$ cat src/rtl/register_scoreboard_if.sv
// register_scoreboard_if
//   Groups the scoreboard's dispatch, commit and status signals.
//   Parameters ND / NS size the D and S register address fields and busy vectors.
//   master : the CPU side (dispatch, reorder-buffer commit, flush request)
//   slave  : the scoreboard itself
//   Allocation : alloc_valid, alloc_use_rw, alloc_rw_addr, alloc_use_rs, alloc_rs_addr
//   Commit     : commit_valid, commit_use_rw, commit_rw_addr, commit_use_rs,
//                commit_rs_addr, commit_ready
//   Control    : flush, flush_busy, d_busy, s_busy, retire_pulse, error
interface register_scoreboard_if #(
  parameter int ND = 8,
  parameter int NS = 4
) ();
  logic                  alloc_valid;
  logic                  alloc_use_rw;
  logic [$clog2(ND)-1:0] alloc_rw_addr;
  logic                  alloc_use_rs;
  logic [$clog2(NS)-1:0] alloc_rs_addr;

  logic                  commit_valid;
  logic                  commit_use_rw;
  logic [$clog2(ND)-1:0] commit_rw_addr;
  logic                  commit_use_rs;
  logic [$clog2(NS)-1:0] commit_rs_addr;
  logic                  commit_ready;

  logic                  flush;
  logic                  flush_busy;
  logic [ND-1:0]         d_busy;
  logic [NS-1:0]         s_busy;
  logic                  retire_pulse;
  logic                  error;

  modport master (
    output alloc_valid, alloc_use_rw, alloc_rw_addr, alloc_use_rs, alloc_rs_addr,
    output commit_valid, commit_use_rw, commit_rw_addr, commit_use_rs, commit_rs_addr,
    output flush,
    input  commit_ready, flush_busy, d_busy, s_busy, retire_pulse, error
  );

  modport slave (
    input  alloc_valid, alloc_use_rw, alloc_rw_addr, alloc_use_rs, alloc_rs_addr,
    input  commit_valid, commit_use_rw, commit_rw_addr, commit_use_rs, commit_rs_addr,
    input  flush,
    output commit_ready, flush_busy, d_busy, s_busy, retire_pulse, error
  );
endinterface

$ cat src/rtl/register_scoreboard.sv
// register_scoreboard
//   Tracks outstanding register writes between dispatch and reorder-buffer
//   commit. One saturating pending-write counter per D and per S register;
//   a register reads busy while its counter is non-zero. A flush request
//   starts a sweep that clears one D and one S counter per cycle, during
//   which commits are stalled, allocations are ignored and every register
//   reads busy.
//
//   Ports
//     clk  : clock, all state on the rising edge
//     rst  : synchronous active-high reset
//     bus  : register_scoreboard_if.slave (allocation, commit, flush, status)
//
//   Parameters
//     L  : reorder-buffer depth; counters are $clog2(L)+1 bits and saturate at L
//     ND : number of D registers (NUM_D_REG from nand_cpu.svh)
//     NS : number of S registers (NUM_S_REG from nand_cpu.svh)
//
//   Build option
//     SCOREBOARD_BYPASS_EN : when defined, a register whose counter is 1 and
//       is being decremented by the current commit reads not-busy in that
//       same cycle; otherwise busy drops the cycle after the commit.
`ifndef NUM_D_REG
`define NUM_D_REG 8
`endif
`ifndef NUM_S_REG
`define NUM_S_REG 4
`endif

module register_scoreboard #(
  parameter int L  = 16,
  parameter int ND = `NUM_D_REG,
  parameter int NS = `NUM_S_REG
) (
  input logic                  clk,
  input logic                  rst,
  register_scoreboard_if.slave bus
);

  localparam int CW   = $clog2(L) + 1;
  localparam int MAXR = (ND > NS) ? ND : NS;
  localparam int IW   = (MAXR > 1) ? $clog2(MAXR) : 1;

  typedef logic [CW-1:0] cnt_t;
  typedef enum logic {RUN, FLUSH} state_e;

  state_e          state, state_nxt;
  logic [IW-1:0]   idx, idx_nxt;
  cnt_t            d_cnt [ND];
  cnt_t            d_cnt_nxt [ND];
  cnt_t            s_cnt [NS];
  cnt_t            s_cnt_nxt [NS];
  logic [ND-1:0]   d_inc, d_dec, d_err;
  logic [NS-1:0]   s_inc, s_dec, s_err;
  logic            commit_acc;
  logic            err_set;
  logic            err_q;
  logic            retire_q;

  // Returns {error, next_count}. A simultaneous increment and decrement cancel;
  // overflow past L or underflow below 0 holds the count and flags an error.
  function automatic logic [CW:0] sat_step(input cnt_t cnt, input logic inc, input logic dec);
    if (inc && !dec) begin
      if (cnt == CW'(L)) return {1'b1, cnt};
      return {1'b0, cnt_t'(cnt + 1'b1)};
    end
    if (dec && !inc) begin
      if (cnt == '0) return {1'b1, cnt};
      return {1'b0, cnt_t'(cnt - 1'b1)};
    end
    return {1'b0, cnt};
  endfunction

  always_comb begin
    state_nxt  = state;
    idx_nxt    = idx;
    commit_acc = 1'b0;
    d_inc      = '0;
    d_dec      = '0;
    d_err      = '0;
    s_inc      = '0;
    s_dec      = '0;
    s_err      = '0;
    d_cnt_nxt  = d_cnt;
    s_cnt_nxt  = s_cnt;
    case (state)
      RUN: begin
        // A flush request wins over this cycle's allocation and commit.
        if (bus.flush) begin
          state_nxt = FLUSH;
          idx_nxt   = '0;
        end else begin
          commit_acc = bus.commit_valid;
          for (int i = 0; i < ND; i++) begin
            d_inc[i] = bus.alloc_valid & bus.alloc_use_rw & (int'(bus.alloc_rw_addr) == i);
            d_dec[i] = commit_acc & bus.commit_use_rw & (int'(bus.commit_rw_addr) == i);
            {d_err[i], d_cnt_nxt[i]} = sat_step(d_cnt[i], d_inc[i], d_dec[i]);
          end
          for (int i = 0; i < NS; i++) begin
            s_inc[i] = bus.alloc_valid & bus.alloc_use_rs & (int'(bus.alloc_rs_addr) == i);
            s_dec[i] = commit_acc & bus.commit_use_rs & (int'(bus.commit_rs_addr) == i);
            {s_err[i], s_cnt_nxt[i]} = sat_step(s_cnt[i], s_inc[i], s_dec[i]);
          end
        end
      end
      FLUSH: begin
        // One D and one S counter cleared per cycle; a further flush request is ignored.
        for (int i = 0; i < ND; i++)
          if (int'(idx) == i) d_cnt_nxt[i] = '0;
        for (int i = 0; i < NS; i++)
          if (int'(idx) == i) s_cnt_nxt[i] = '0;
        if (idx == IW'(MAXR - 1)) begin
          state_nxt = RUN;
          idx_nxt   = '0;
        end else begin
          idx_nxt = IW'(idx + 1'b1);
        end
      end
      default: state_nxt = RUN;
    endcase
  end

  assign err_set = (|d_err) | (|s_err);

  always_ff @(posedge clk) begin
    if (rst) begin
      state    <= RUN;
      idx      <= '0;
      err_q    <= 1'b0;
      retire_q <= 1'b0;
      for (int i = 0; i < ND; i++) d_cnt[i] <= '0;
      for (int i = 0; i < NS; i++) s_cnt[i] <= '0;
    end else begin
      state    <= state_nxt;
      idx      <= idx_nxt;
      err_q    <= err_q | err_set;
      retire_q <= commit_acc;
      d_cnt    <= d_cnt_nxt;
      s_cnt    <= s_cnt_nxt;
    end
  end

  // Status outputs are held at their reset values while rst is high, even
  // before the first clock edge has loaded the state registers.
  always_comb begin
    bus.commit_ready = rst | (state == RUN);
    bus.flush_busy   = ~rst & (state == FLUSH);
    bus.retire_pulse = ~rst & retire_q;
    bus.error        = ~rst & err_q;
    bus.d_busy       = '0;
    bus.s_busy       = '0;
    if (!rst) begin
      if (state == FLUSH) begin
        bus.d_busy = '1;
        bus.s_busy = '1;
      end else begin
        for (int i = 0; i < ND; i++) begin
          bus.d_busy[i] = (d_cnt[i] != '0);
`ifdef SCOREBOARD_BYPASS_EN
          if (d_cnt[i] == cnt_t'(1) && d_dec[i] && !d_inc[i]) bus.d_busy[i] = 1'b0;
`endif
        end
        for (int i = 0; i < NS; i++) begin
          bus.s_busy[i] = (s_cnt[i] != '0);
`ifdef SCOREBOARD_BYPASS_EN
          if (s_cnt[i] == cnt_t'(1) && s_dec[i] && !s_inc[i]) bus.s_busy[i] = 1'b0;
`endif
        end
      end
    end
  end

endmodule

$ cat src/flat_wrapper.sv
// flat-port wrapper written by rule: the top's interface ports become plain ports
module register_scoreboard_flat 
#(
  parameter int L  = 16,
  parameter int ND = `NUM_D_REG,
  parameter int NS = `NUM_S_REG
)
  (clk, rst, bus_alloc_valid, bus_alloc_use_rw, bus_alloc_rw_addr, bus_alloc_use_rs, bus_alloc_rs_addr, bus_commit_valid, bus_commit_use_rw, bus_commit_rw_addr, bus_commit_use_rs, bus_commit_rs_addr, bus_flush, bus_commit_ready, bus_flush_busy, bus_d_busy, bus_s_busy, bus_retire_pulse, bus_error);
  register_scoreboard_if #(.ND(ND), .NS(NS)) bus_i ();
  input logic clk;
  input logic rst;
  input wire logic [$bits(bus_i.alloc_valid)-1:0] bus_alloc_valid;
  input wire logic [$bits(bus_i.alloc_use_rw)-1:0] bus_alloc_use_rw;
  input wire logic [$bits(bus_i.alloc_rw_addr)-1:0] bus_alloc_rw_addr;
  input wire logic [$bits(bus_i.alloc_use_rs)-1:0] bus_alloc_use_rs;
  input wire logic [$bits(bus_i.alloc_rs_addr)-1:0] bus_alloc_rs_addr;
  input wire logic [$bits(bus_i.commit_valid)-1:0] bus_commit_valid;
  input wire logic [$bits(bus_i.commit_use_rw)-1:0] bus_commit_use_rw;
  input wire logic [$bits(bus_i.commit_rw_addr)-1:0] bus_commit_rw_addr;
  input wire logic [$bits(bus_i.commit_use_rs)-1:0] bus_commit_use_rs;
  input wire logic [$bits(bus_i.commit_rs_addr)-1:0] bus_commit_rs_addr;
  input wire logic [$bits(bus_i.flush)-1:0] bus_flush;
  output wire logic [$bits(bus_i.commit_ready)-1:0] bus_commit_ready;
  output wire logic [$bits(bus_i.flush_busy)-1:0] bus_flush_busy;
  output wire logic [$bits(bus_i.d_busy)-1:0] bus_d_busy;
  output wire logic [$bits(bus_i.s_busy)-1:0] bus_s_busy;
  output wire logic [$bits(bus_i.retire_pulse)-1:0] bus_retire_pulse;
  output wire logic [$bits(bus_i.error)-1:0] bus_error;
  assign bus_i.alloc_valid = bus_alloc_valid;
  assign bus_i.alloc_use_rw = bus_alloc_use_rw;
  assign bus_i.alloc_rw_addr = bus_alloc_rw_addr;
  assign bus_i.alloc_use_rs = bus_alloc_use_rs;
  assign bus_i.alloc_rs_addr = bus_alloc_rs_addr;
  assign bus_i.commit_valid = bus_commit_valid;
  assign bus_i.commit_use_rw = bus_commit_use_rw;
  assign bus_i.commit_rw_addr = bus_commit_rw_addr;
  assign bus_i.commit_use_rs = bus_commit_use_rs;
  assign bus_i.commit_rs_addr = bus_commit_rs_addr;
  assign bus_i.flush = bus_flush;
  assign bus_commit_ready = bus_i.commit_ready;
  assign bus_flush_busy = bus_i.flush_busy;
  assign bus_d_busy = bus_i.d_busy;
  assign bus_s_busy = bus_i.s_busy;
  assign bus_retire_pulse = bus_i.retire_pulse;
  assign bus_error = bus_i.error;
  register_scoreboard #(.L(L), .ND(ND), .NS(NS)) u_core (.clk(clk), .rst(rst), .bus(bus_i));
endmodule
$ cat config.mk
export PLATFORM = sky130hd
export DESIGN_NAME = register_scoreboard_flat
export DESIGN_NICKNAME = d
export VERILOG_FILES = /design/src/rtl/register_scoreboard_if.sv /design/src/rtl/register_scoreboard.sv /design/src/flat_wrapper.sv
export SDC_FILE = /design/constraint.sdc
export NUM_CORES = 1
export LEC_CHECK = 0
export BUFFER_PORTS_ARGS = -buffer_cell sky130_fd_sc_hd__buf_4
export CAP_MARGIN = 30
export CELL_PAD_IN_SITES_DETAIL_PLACEMENT = 0
export CELL_PAD_IN_SITES_GLOBAL_PLACEMENT = 1
export CORE_ASPECT_RATIO = 0.6
export CORE_MARGIN = 2
export CORE_UTILIZATION = 48
export CTS_BUF_LIST = sky130_fd_sc_hd__clkbuf_8
export CTS_CLUSTER_DIAMETER = 150
export DETAILED_ROUTE_END_ITERATION = 8
export PLACE_DENSITY_LB_ADDON = 0.1
export SLEW_MARGIN = 20
export SYNTH_ARGS = -nofsm -noshare
export SYNTH_HDL_FRONTEND = slang
export SYNTH_SLANG_ARGS = --single-unit
$ cat constraint.sdc
create_clock -name clk -period 2.9 [get_ports clk]
set_input_delay 0.29 -clock clk [delete_from_list [all_inputs] [get_ports clk]]
set_output_delay 0.29 -clock clk [all_outputs]
set_load 0.03 [all_outputs]
### Word level (Yosys, flattened, before mapping)

Index checks and enable logic that the tools add are counted.

| storage, ports and cells | value |
|---|---|
| flip-flop bits (word level) | 66 |
| input bits | 19 |
| output and inout port bits | 16 |

| operators by class | value |
|---|---|
| $add $sub $neg | 25 |
| equality and inequality tests | 74 |
| multiplexer cells | 314 |
| bitwise gates (word level) | 36 |
| reductions and logical operators | 92 |

Operators by type and width:

| operator | count |
|---|---|
| 6-bit two-way mux | 96 |
| 1-bit two-way mux | 194 |
| 40-bit one-hot mux with 2 select lines | 1 |
| 5-bit by 1-bit adder with 5-bit output, second input constant | 12 |
| 5-bit == test, second input constant | 12 |
| 5-bit zero test | 12 |
| 5-bit by 4-bit != test with 1-bit output, second input constant | 12 |
| 5-bit nonzero test | 12 |
| 5-bit by 1-bit subtractor with 5-bit output, second input constant | 12 |
| 4-bit AND reduction | 12 |
| 40-bit two-way mux | 1 |
| 5-bit two-way mux | 8 |
| 20-bit one-hot mux with 2 select lines | 1 |
| 3-bit == test, second input constant | 13 |
| 3-bit by 1-bit != test with 1-bit output, second input constant | 12 |
| 8-bit two-way mux | 4 |
| 1-bit AND | 31 |
| 1-bit logical AND | 24 |
| 1-bit zero test | 24 |
| 20-bit two-way mux | 1 |
| 2-bit != test, second input constant | 10 |
| 3-bit by 2-bit == test with 1-bit output, second input constant | 6 |
| 4-bit two-way mux | 4 |
| 3-bit by 1-bit == test with 1-bit output, second input constant | 3 |
| 13 further kinds | 24 |

### Logic depth before layout (Yosys ltp)

Gate-level depths: netlist of the first run.

| depth | value |
|---|---|
| word-level depth | 19 |
| depth in mapped cells | 8 |
| mapped depth without buffers | 8 |

### Least setup slack after synthesis of the first run

OpenSTA, ideal clock, no wires.

| timing | value |
|---|---|
| kind | register -> register |
| from | reg u_core.s_cnt[16] (netlist bit) |
| to | reg u_core.s_cnt[16] (netlist bit) |
| setup time | 132 ps |
| data arrival time | 1937 ps |
| required time | 2768 ps |
| path slack | 831 ps |
| stages on the path, launching flop included | 9 |
| buffers on the path | 0 |
| cell sequence | dfxtp_1 > inv_1 > ha_1 > or4b_2 > and3_4 > a21oi_2 > a2bb2oi_2 > or3_1 > a21oi_1 |

| on the way | value |
|---|---|
| word-level cells in the longest chain between the ends | 14 |
| elaborated cells between the ends (all ways) | 25 |

RTL lines:

| what | line | text |
|---|---|---|
| start, declared | register_scoreboard.sv:51 | `cnt_t s_cnt [NS];` |
| start signal, assigned | register_scoreboard.sv:139 | `s_cnt <= s_cnt_nxt;` |
| 5-bit == test | register_scoreboard.sv:64 | `if (cnt == CW'(L)) return {1'b1, cnt};` |
| 1-bit two-way mux | register_scoreboard.sv:64 |  |
| 1-bit two-way mux | register_scoreboard.sv:63 | `if (inc && !dec) begin` |
| 1-bit two-way mux | register_scoreboard.sv:89 | `if (bus.flush) begin` |
| 1-bit two-way mux | register_scoreboard.sv:86 | `case (state)` |
| 6-bit two-way mux | register_scoreboard.sv:65 | `return {1'b0, cnt_t'(cnt + 1'b1)};` |
| 6-bit two-way mux | register_scoreboard.sv:63 |  |
| 6-bit two-way mux | register_scoreboard.sv:68 | `if (cnt == '0) return {1'b1, cnt};` |
| 6-bit two-way mux | register_scoreboard.sv:69 | `return {1'b0, cnt_t'(cnt - 1'b1)};` |
| 6-bit two-way mux | register_scoreboard.sv:67 | `if (dec && !inc) begin` |
| 6-bit two-way mux | register_scoreboard.sv:71 | `return {1'b0, cnt};` |
| 6-bit two-way mux | register_scoreboard.sv:67 |  |
| 20-bit two-way mux | register_scoreboard.sv:89 |  |
| 20-bit one-hot mux with 2 select lines | register_scoreboard.sv:86 |  |

Parallel ways exist; a longest one is shown, timed or not. The select of a mux whose other input is x is not followed.
A chain may end at the register's enable or synchronous reset.

### Worst setup path in the final report of the first run

| timing | value |
|---|---|
| from | reg u_core.d_cnt[1] (netlist bit) |
| to | reg u_core.d_cnt[2] (netlist bit) |

| on the way | value |
|---|---|
| word-level cells in the longest chain between the ends | 14 |
| elaborated cells between the ends (all ways) | 24 |

RTL lines:

| what | line | text |
|---|---|---|
| start, declared | register_scoreboard.sv:49 | `cnt_t d_cnt [ND];` |
| start signal, assigned | register_scoreboard.sv:138 | `d_cnt <= d_cnt_nxt;` |
| 5-bit == test | register_scoreboard.sv:64 |  |
| 1-bit two-way mux | register_scoreboard.sv:64 |  |
| 1-bit two-way mux | register_scoreboard.sv:63 |  |
| 1-bit two-way mux | register_scoreboard.sv:89 |  |
| 1-bit two-way mux | register_scoreboard.sv:86 |  |
| 6-bit two-way mux | register_scoreboard.sv:65 |  |
| 6-bit two-way mux | register_scoreboard.sv:63 |  |
| 6-bit two-way mux | register_scoreboard.sv:68 |  |
| 6-bit two-way mux | register_scoreboard.sv:69 |  |
| 6-bit two-way mux | register_scoreboard.sv:67 |  |
| 6-bit two-way mux | register_scoreboard.sv:71 |  |
| 6-bit two-way mux | register_scoreboard.sv:67 |  |
| 40-bit two-way mux | register_scoreboard.sv:89 |  |
| 40-bit one-hot mux with 2 select lines | register_scoreboard.sv:86 |  |

Parallel ways exist; a longest one is shown, timed or not. The select of a mux whose other input is x is not followed.

==> results of run 1 <==
routing by layer:
metal,vias up,GRT usage,routed length (microns)
met3,17,0.0533,1060
li1,2911,-,-
met4,0,0.0574,176
met1,2848,0.381,8430
met5,-,0,0
met2,195,0.399,7500
power groups by stage:
stage               clock network, mW  registers (mW)  logic [mW]
floorplan                           0           0.960       0.271
global placement                    0           0.965       0.400
detailed placement                  0           0.966       0.407
CTS                              1.01           0.945       0.409
global route                     1.05           0.949       0.444
finish                          0.994           0.945       0.410
flip-flops by register name, summed over array words and instances, names as in the netlist:
name	count
u_core.err_q	1
u_core.retire_q	1
u_core.s_cnt	20
u_core.idx	3
u_core.d_cnt	40
u_core.state	1
how the worst max path moves through the flow:
stage | start | slack (ns) | to | cells after the start
floorplan | u_core.s_cnt[16]$_SDFFE_PP0P_ | 0.83 | u_core.s_cnt[16]$_SDFFE_PP0P_ | 8
global placement | u_core.s_cnt[16]$_SDFFE_PP0P_ | 0.56 | u_core.s_cnt[16]$_SDFFE_PP0P_ | 8
detailed placement | u_core.d_cnt[1]$_SDFFE_PP0P_ | 0.44 | u_core.d_cnt[2]$_SDFFE_PP0P_ | 8
CTS | u_core.d_cnt[1]$_SDFFE_PP0P_ | 0.42 | u_core.d_cnt[2]$_SDFFE_PP0P_ | 8
global route | u_core.d_cnt[1]$_SDFFE_PP0P_ | 0.17 | u_core.d_cnt[2]$_SDFFE_PP0P_ | 8
finish | u_core.d_cnt[1]$_SDFFE_PP0P_ | 0.39 | u_core.d_cnt[2]$_SDFFE_PP0P_ | 8
cell families (layout without fill, tap and decap cells):
family | count (synthesis) | count (layout)
simple gates | 325 | 325
compound gates | 224 | 224
buf+inv | 80 | 108
flops | 66 | 66
fa+ha+maj | 42 | 42
mux | 20 | 20
xor+xnor | 9 | 9
critical path, delay by kind of cell (launching register included):
| family | cells | cell delay, ns |
|---|---|---|
| AOI/OAI and AO/OA | 4 | 1.33 |
| adders and majority gates | 1 | 0.25 |
| buffers and inverters | 1 | 0.09 |
| DFF | 1 | 0.43 |
| and+or+nand+nor | 2 | 0.31 |
through the flow:
stage / std cells / instance area [sq um] / hold WS (ns)
6_report: 959 / 6510 / 0.240
5_1_grt: 959 / 6510 / 0.246
4_1_cts: 959 / 6510 / 0.224
3_5_place_dp: 943 / 6260 / 0.489
3_3_place_gp: 943 / 6260 / 0.485
2_1_floorplan: 766 / 5880 / 0.439
area by class of cell:
type,instances,share of cell area
well taps,165,0.0317
repair buffers,45,0.0519
clock inverters,7,0.0183
clock buffers,9,0.0190
inverters,47,0.0271
flip-flops and latches,66,0.203
multi-input cells,620,0.649
cell usage in the layout (no fill, tap or decap), types with 11 or more instances in the layout:
cell type / Yosys / routed
dfxtp_1: 66 / 66
nand2b_1: 11 / 11
nor2_1: 75 / 75
ha_1: 42 / 42
and2_1: 13 / 13
nand4_1: 12 / 12
mux2i_1: 15 / 15
o211ai_1: 13 / 13
and3_1: 11 / 11
buf_4: 1 / 45
inv_1: 47 / 48
or3_1: 12 / 12
o21ai_0: 24 / 24
a21oi_1: 66 / 66
o221ai_1: 11 / 11
nor3_1: 15 / 15
nand3_1: 41 / 41
nand2_1: 67 / 67
synthesized netlist by cell type (all sizes together), types with 14 or more instances:
library cell and n:
nor2 76, a21oi 69, nand2 67, dfxtp 66, inv 47, ha 42
nand3 42, o21ai 30, clkbuf 22, mux2i 15, nor3 15, a211oi 14
and2 14
==> results by group, run 1 <==
Hold path
  – Hold WC Path Type: input port to flip-flop
  – Worst hold start: bus_flush
  – Worst Hold Depth: 3
  – Hold EP: u_core.state$_SDFF_PP0_

Place
  – Final HPWL DP: roughly 13 mm
  – Worst Setup Slack post-DPL: 0.437 ns
  – Buffers on Ports: 34
  – RePlAce Congestion: 0.918

Clock tree
  – CTS buffer count: 9
  – H-tree depth: 3
  – Clk_lat worst skew: 0.36 ns
  – Clock slew at reported path FFs: ~0.090 ns
  – CTS Sinks: 66
  – CTS Buffer Depth: 2
  – CTS resizes: 0
  – CTS Root Cell: clkbuf_8
  – Post-CTS setup buffers: 0
  – CTS Hold Bufs: 0
  – TritonCTS clock tree: done

Worst setup path
  – CP peak stage delay: 0.65 ns
  – CP Capture Type: flip-flop
  – Crit path launch type: flip-flop
  – Req. time, crit path: 3.15 ns
  – Worst reg2reg path depth: 8
  – Reg2reg end: u_core.d_cnt[2]$_SDFFE_PP0P_
  – Critical path arrival: 2.77 ns
  – Critical setup path kind: flip-flop to flip-flop
  – Reg2reg start: u_core.d_cnt[1]$_SDFFE_PP0P_
  – Maximum fanout along the worst path: 6
  – Flop2flop setup slack: 0.39 ns
  – Critical-path cell list: inv_1 -> ha_1 -> nor4b_1 -> a2111oi_2 -> a21oi_1 -> o21ai_1 -> nor2_1 -> a32o_1
  – Worst path slowest cell: a2111oi_2

Detailed routing
  – DR vias: 5971
  – WL per Instance: 17.9 microns
  – DRT iter0 DRCs: 471
  – Routed vias/inst: ~6.2
  – # DRC: 0
  – Detail Route Antenna Nets: 0
  – Router iterations before antenna repair: 7
  – Post-Route WL: 17.2 mm

Cells and area
  – Diodes inserted: 0
  – Layout Utilization: 0.543
  – Ratio of cells with drive above 1 in the final layout: 0.127
  – Multi-input gate area in the final layout: 4220 sq um
  – Area grow syn2layout: 10.7%
  – Layout Nets: 850
  – Fill cells: approximately 1.1k
  – Storage cell area: 1320 sq um

Logic synthesis
  – Synth top area cells: dfxtp_1, ha_1, a21oi_1
  – Seq/Total Area, Yosys: 0.225
  – EDFF count, synth: 0
  – Post-synth top flop: dfxtp_1
  – Synth Area in XOR/XNOR: 0.0134
  – Synth top area share: 0.225
  – Post-synthesis cell area: 5880 sq um
  – Mean area per synthesized cell: 7.67 sq um
  – Fraction of the mapped netlist area in adder cells: 0.0894
  – Syn nets: 827
  – Mux contribution to synthesized area: 0.0371
  – Post-synth ARST share: 0
  – Synth Area in Compound Gates: 0.278
  – #FFs+latches synth: 66
  – Main combinational cell family by area after synthesis: simple AND/OR/NAND/NOR gates
  – Dominant cell type by area after synthesis: dfxtp_1
  – Simple-gate share of the synthesized area: 0.301
  – Synth unique cells: 91
  – Ys Warns: 0
  – Post-synthesis instance total: 766

GRT
  – Largest net degree at the start of global routing: 43
  – GRT overflow: 0
  – Total GRT Usage: 0.262
  – Initial antenna violation count: 0
  – First-pass GRT wire length: 28.3 mm
  – Vias in the first global route: between 5k and 6k

Timing
  – Worst Setup Slack, final: ~0.39 ns
  – Highest clock rate: 398 MHz
  – Worst Skew: 0.00810 ns
  – Setup violators final: 0
  – Final Cycle Share: 0.867
  – Pins over their slew limit: 0
  – Rel. slew slack: 0.525
  – Setup TNS: 0 ns
  – Final min period: 2.51 ns
  – Worst slew pin tran: 0.711 ns
  – RSZ-0062 raised after global routing: no
  – Hold Fails Final Rpt: 0

Power and ir drop
  – Pleak: about 2.4 nW
  – Comb power frac: 0.175
  – PD cells: 361 nW/um^2
  – Sw frac: 0.301
  – Flop pwr share: 0.402
  – Max IR drop VDD: 0.000262 V
  – Post-layout total power: between 2 and 2.5 mW
  – Internal power: 1.64 mW
  – Psw: 707 uW
  – Clock power share: 0.423

Floorplan
  – Starting Density: 0.490
  – Die Span X: 147 microns
  – Die area: 13200 sq um
  – I/O pin total: 35
  – Die span in y: 89.7 microns
  – FP Rows: 31
  – Core Area: 12000 sq um

Run status
  – Status: finished, final reports clean

Flow run
  – Max-cap viol count: 0
Note: power is estimated with default switching activity, not from simulation.
==> run 2, diff against run 1 <==
--- a/config.mk
+++ b/config.mk
@@ -15,7 +15,8 @@
 export CTS_BUF_LIST = sky130_fd_sc_hd__clkbuf_8
 export CTS_CLUSTER_DIAMETER = 150
 export DETAILED_ROUTE_END_ITERATION = 8
-export PLACE_DENSITY_LB_ADDON = 0.1
+export PLACE_DENSITY_LB_ADDON = 0.15
+export RECOVER_POWER = 100
 export SLEW_MARGIN = 20
 export SYNTH_ARGS = -nofsm -noshare
 export SYNTH_HDL_FRONTEND = slang
==> results by group, run 2 (same netlist as run 1, synthesis figures left out) <==
Power and ir drop
  – Sw frac: 0.317
  – Internal power: 1.49 mW
  – Flop pwr share: 0.434
  – Max IR drop VDD: 0.000202 V
  – Clock power share: 0.390
  – Comb power frac: 0.176
  – Pleak: 2.29 nW
  – PD cells: about 350 nW/um^2
  – Psw: 692 uW
  – Post-layout total power: 2.19 mW

Worst setup path
  – Req. time, crit path: 3.19 ns
  – Critical setup path kind: flip-flop to flip-flop
  – Crit path buffers/inverters: 1
  – Worst path slowest cell: a21oi_1
  – Reg2reg start: u_core.d_cnt[25]$_SDFFE_PP0P_
  – Reg2reg end: u_core.d_cnt[26]$_SDFFE_PP0P_
  – Critical path arrival: about 2.9 ns
  – Critical-path cell list: inv_1 -> ha_1 -> and2_0 -> a21oi_1 -> o21ai_2 -> or3_1 -> a21oi_1
  – Family with the most delay on the worst path: compound AO/OA/AOI/OAI gates
  – CP Capture Type: flip-flop
  – Worst reg2reg path depth: 7
  – Flop2flop setup slack: slightly above 0.3 ns
  – Crit path launch type: flip-flop
  – Crit path launch: u_core.d_cnt[25]$_SDFFE_PP0P_
  – Cell mode on critical path: a21oi_1
  – Maximum fanout along the worst path: 9
  – CP peak stage delay: 0.70 ns

Timing
  – RSZ-0062 raised after global routing: no
  – Worst Setup Slack, final: 0.308 ns
  – Final Cycle Share: 0.894
  – Final min period: 2.59 ns
  – Highest clock rate: 386 MHz
  – Hold Fails Final Rpt: 0
  – Setup TNS: 0 ns
  – Worst Skew: 0.0130 ns
  – Worst slew pin tran: 1.06 ns
  – Setup violators final: 0
  – Pins over their slew limit: 0
  – Smallest hold slack: 0.253 ns
  – Rel. slew slack: 0.272

Floorplan
  – Die Span X: 147 microns
  – Starting Density: 0.490
  – Core Area: 12000 sq um
  – Die area: 13200 sq um
  – Die span in y: 89.7 microns
  – FP Rows: 31
  – I/O pin total: 35

Place
  – Post-DP Area: 6240 sq um
  – RePlAce Congestion: 0.890
  – Worst Setup Slack post-DPL: 0.530 ns
  – Buffers on Ports: 34
  – Final HPWL DP: roughly 13 mm

GRT
  – First-pass GRT wire length: 27.2 mm
  – Total GRT Usage: 0.253
  – GRT overflow: 0
  – Largest net degree at the start of global routing: 47
  – Initial antenna violation count: 0
  – Vias in the first global route: 5315

Clock tree
  – Post-CTS setup buffers: 0
  – TritonCTS clock tree: done
  – CTS Root Cell: clkbuf_8
  – CTS Hold Bufs: 0
  – CTS resizes: 0
  – Clk_lat worst skew: between 0.3 and 0.4 ns
  – CTS Sinks: 66
  – CTS buffer count: 9
  – CTS Buffer Depth: 2
  – Clock slew at reported path FFs: 0.08 ns
  – H-tree depth: 3

Cells and area
  – Ratio of cells with drive above 1 in the final layout: 0.0923
  – Diodes inserted: 0
  – Max reg flops: 40
  – Area grow syn2layout: 7.69%
  – Most frequent cells in the layout: nor2_1, a21oi_1, nand2_1
  – Top reg by flops: u_core.d_cnt
  – Biggest regs: u_core.d_cnt x40, u_core.s_cnt x20, u_core.idx x3
  – Commonest non-fill, non-tap cell in the layout: nor2_1
  – Layout Nets: 847
  – Design area: approximately 6300 sq um

Detailed routing
  – Detail Route Antenna Nets: 0
  – WL per Instance: 17.6 microns
  – Router iterations before antenna repair: 5
  – DRT iter0 DRCs: 373
  – Post-Route WL: 16.8 mm
  – DR vias: 5994
  – Routed vias/inst: 6.27
  – # DRC: 0

Hold path
  – Hold EP: u_core.state$_SDFF_PP0_
  – Worst hold start: bus_flush
  – Worst Hold Depth: 3
  – Hold WC Path Type: input port to flip-flop

Flow run
  – Max-cap viol count: 0

Run status
  – Status: finished, final reports clean
-- run 2: cell type report --
class / instances / area, sq um
Tap cell: 165 / 206
Sequential cell: 66 / 1320
Timing Repair Buffer: 42 / 245
Clock buffer: 11 / 151
Clock inverter: 5 / 52.6
Multi-Input combinational cell: 620 / 4170
Fill cell: 1183 / 5660
Inverter: 47 / 176
-- run 2: worst register-to-register path, stage by stage, from the launching register on --
cell     delay (ns)
dfxtp_1        0.43
inv_1          0.12
ha_1           0.21
and2_0         0.24
a21oi_1        0.70
o21ai_2        0.27
or3_1          0.42
a21oi_1        0.15
-- run 2: power by group through the flow --
stage | logic, mW | registers, mW | clock network [mW]
after detailed placement | 0.397 | 0.970 | 0
after floorplan | 0.271 | 0.960 | 0
after global placement | 0.393 | 0.969 | 0
final | 0.384 | 0.949 | 0.853
after CTS | 0.399 | 0.949 | 0.861
after global routing | 0.419 | 0.953 | 0.907
-- run 2: per-stage QoR --
| step | util | cells |
|---|---|---|
| floorplan | - | 766 |
| global placement | 0.521 | 940 |
| detailed placement | 0.521 | 940 |
| CTS | 0.538 | 956 |
| global route | 0.528 | 956 |
| finish | 0.528 | 956 |
-- run 2: worst max path at each step --
stage	cells after the start	end	slack, ns
after detailed placement	8	u_core.d_cnt[0]$_SDFFE_PP0P_	0.53
after global routing	7	u_core.d_cnt[26]$_SDFFE_PP0P_	0.15
after CTS	8	u_core.d_cnt[0]$_SDFFE_PP0P_	0.51
after floorplan	8	u_core.s_cnt[16]$_SDFFE_PP0P_	0.83
after global placement	8	u_core.s_cnt[16]$_SDFFE_PP0P_	0.59
final	7	u_core.d_cnt[26]$_SDFFE_PP0P_	0.31
-- run 2: per-layer routing --
layer  GRT usage  share of wire  vias up
met1       0.373           0.49     2854
met3      0.0533          0.072       16
li1            -              -     2905
met2       0.380           0.43      219
met4      0.0542         0.0098        0
met5           0              0        -
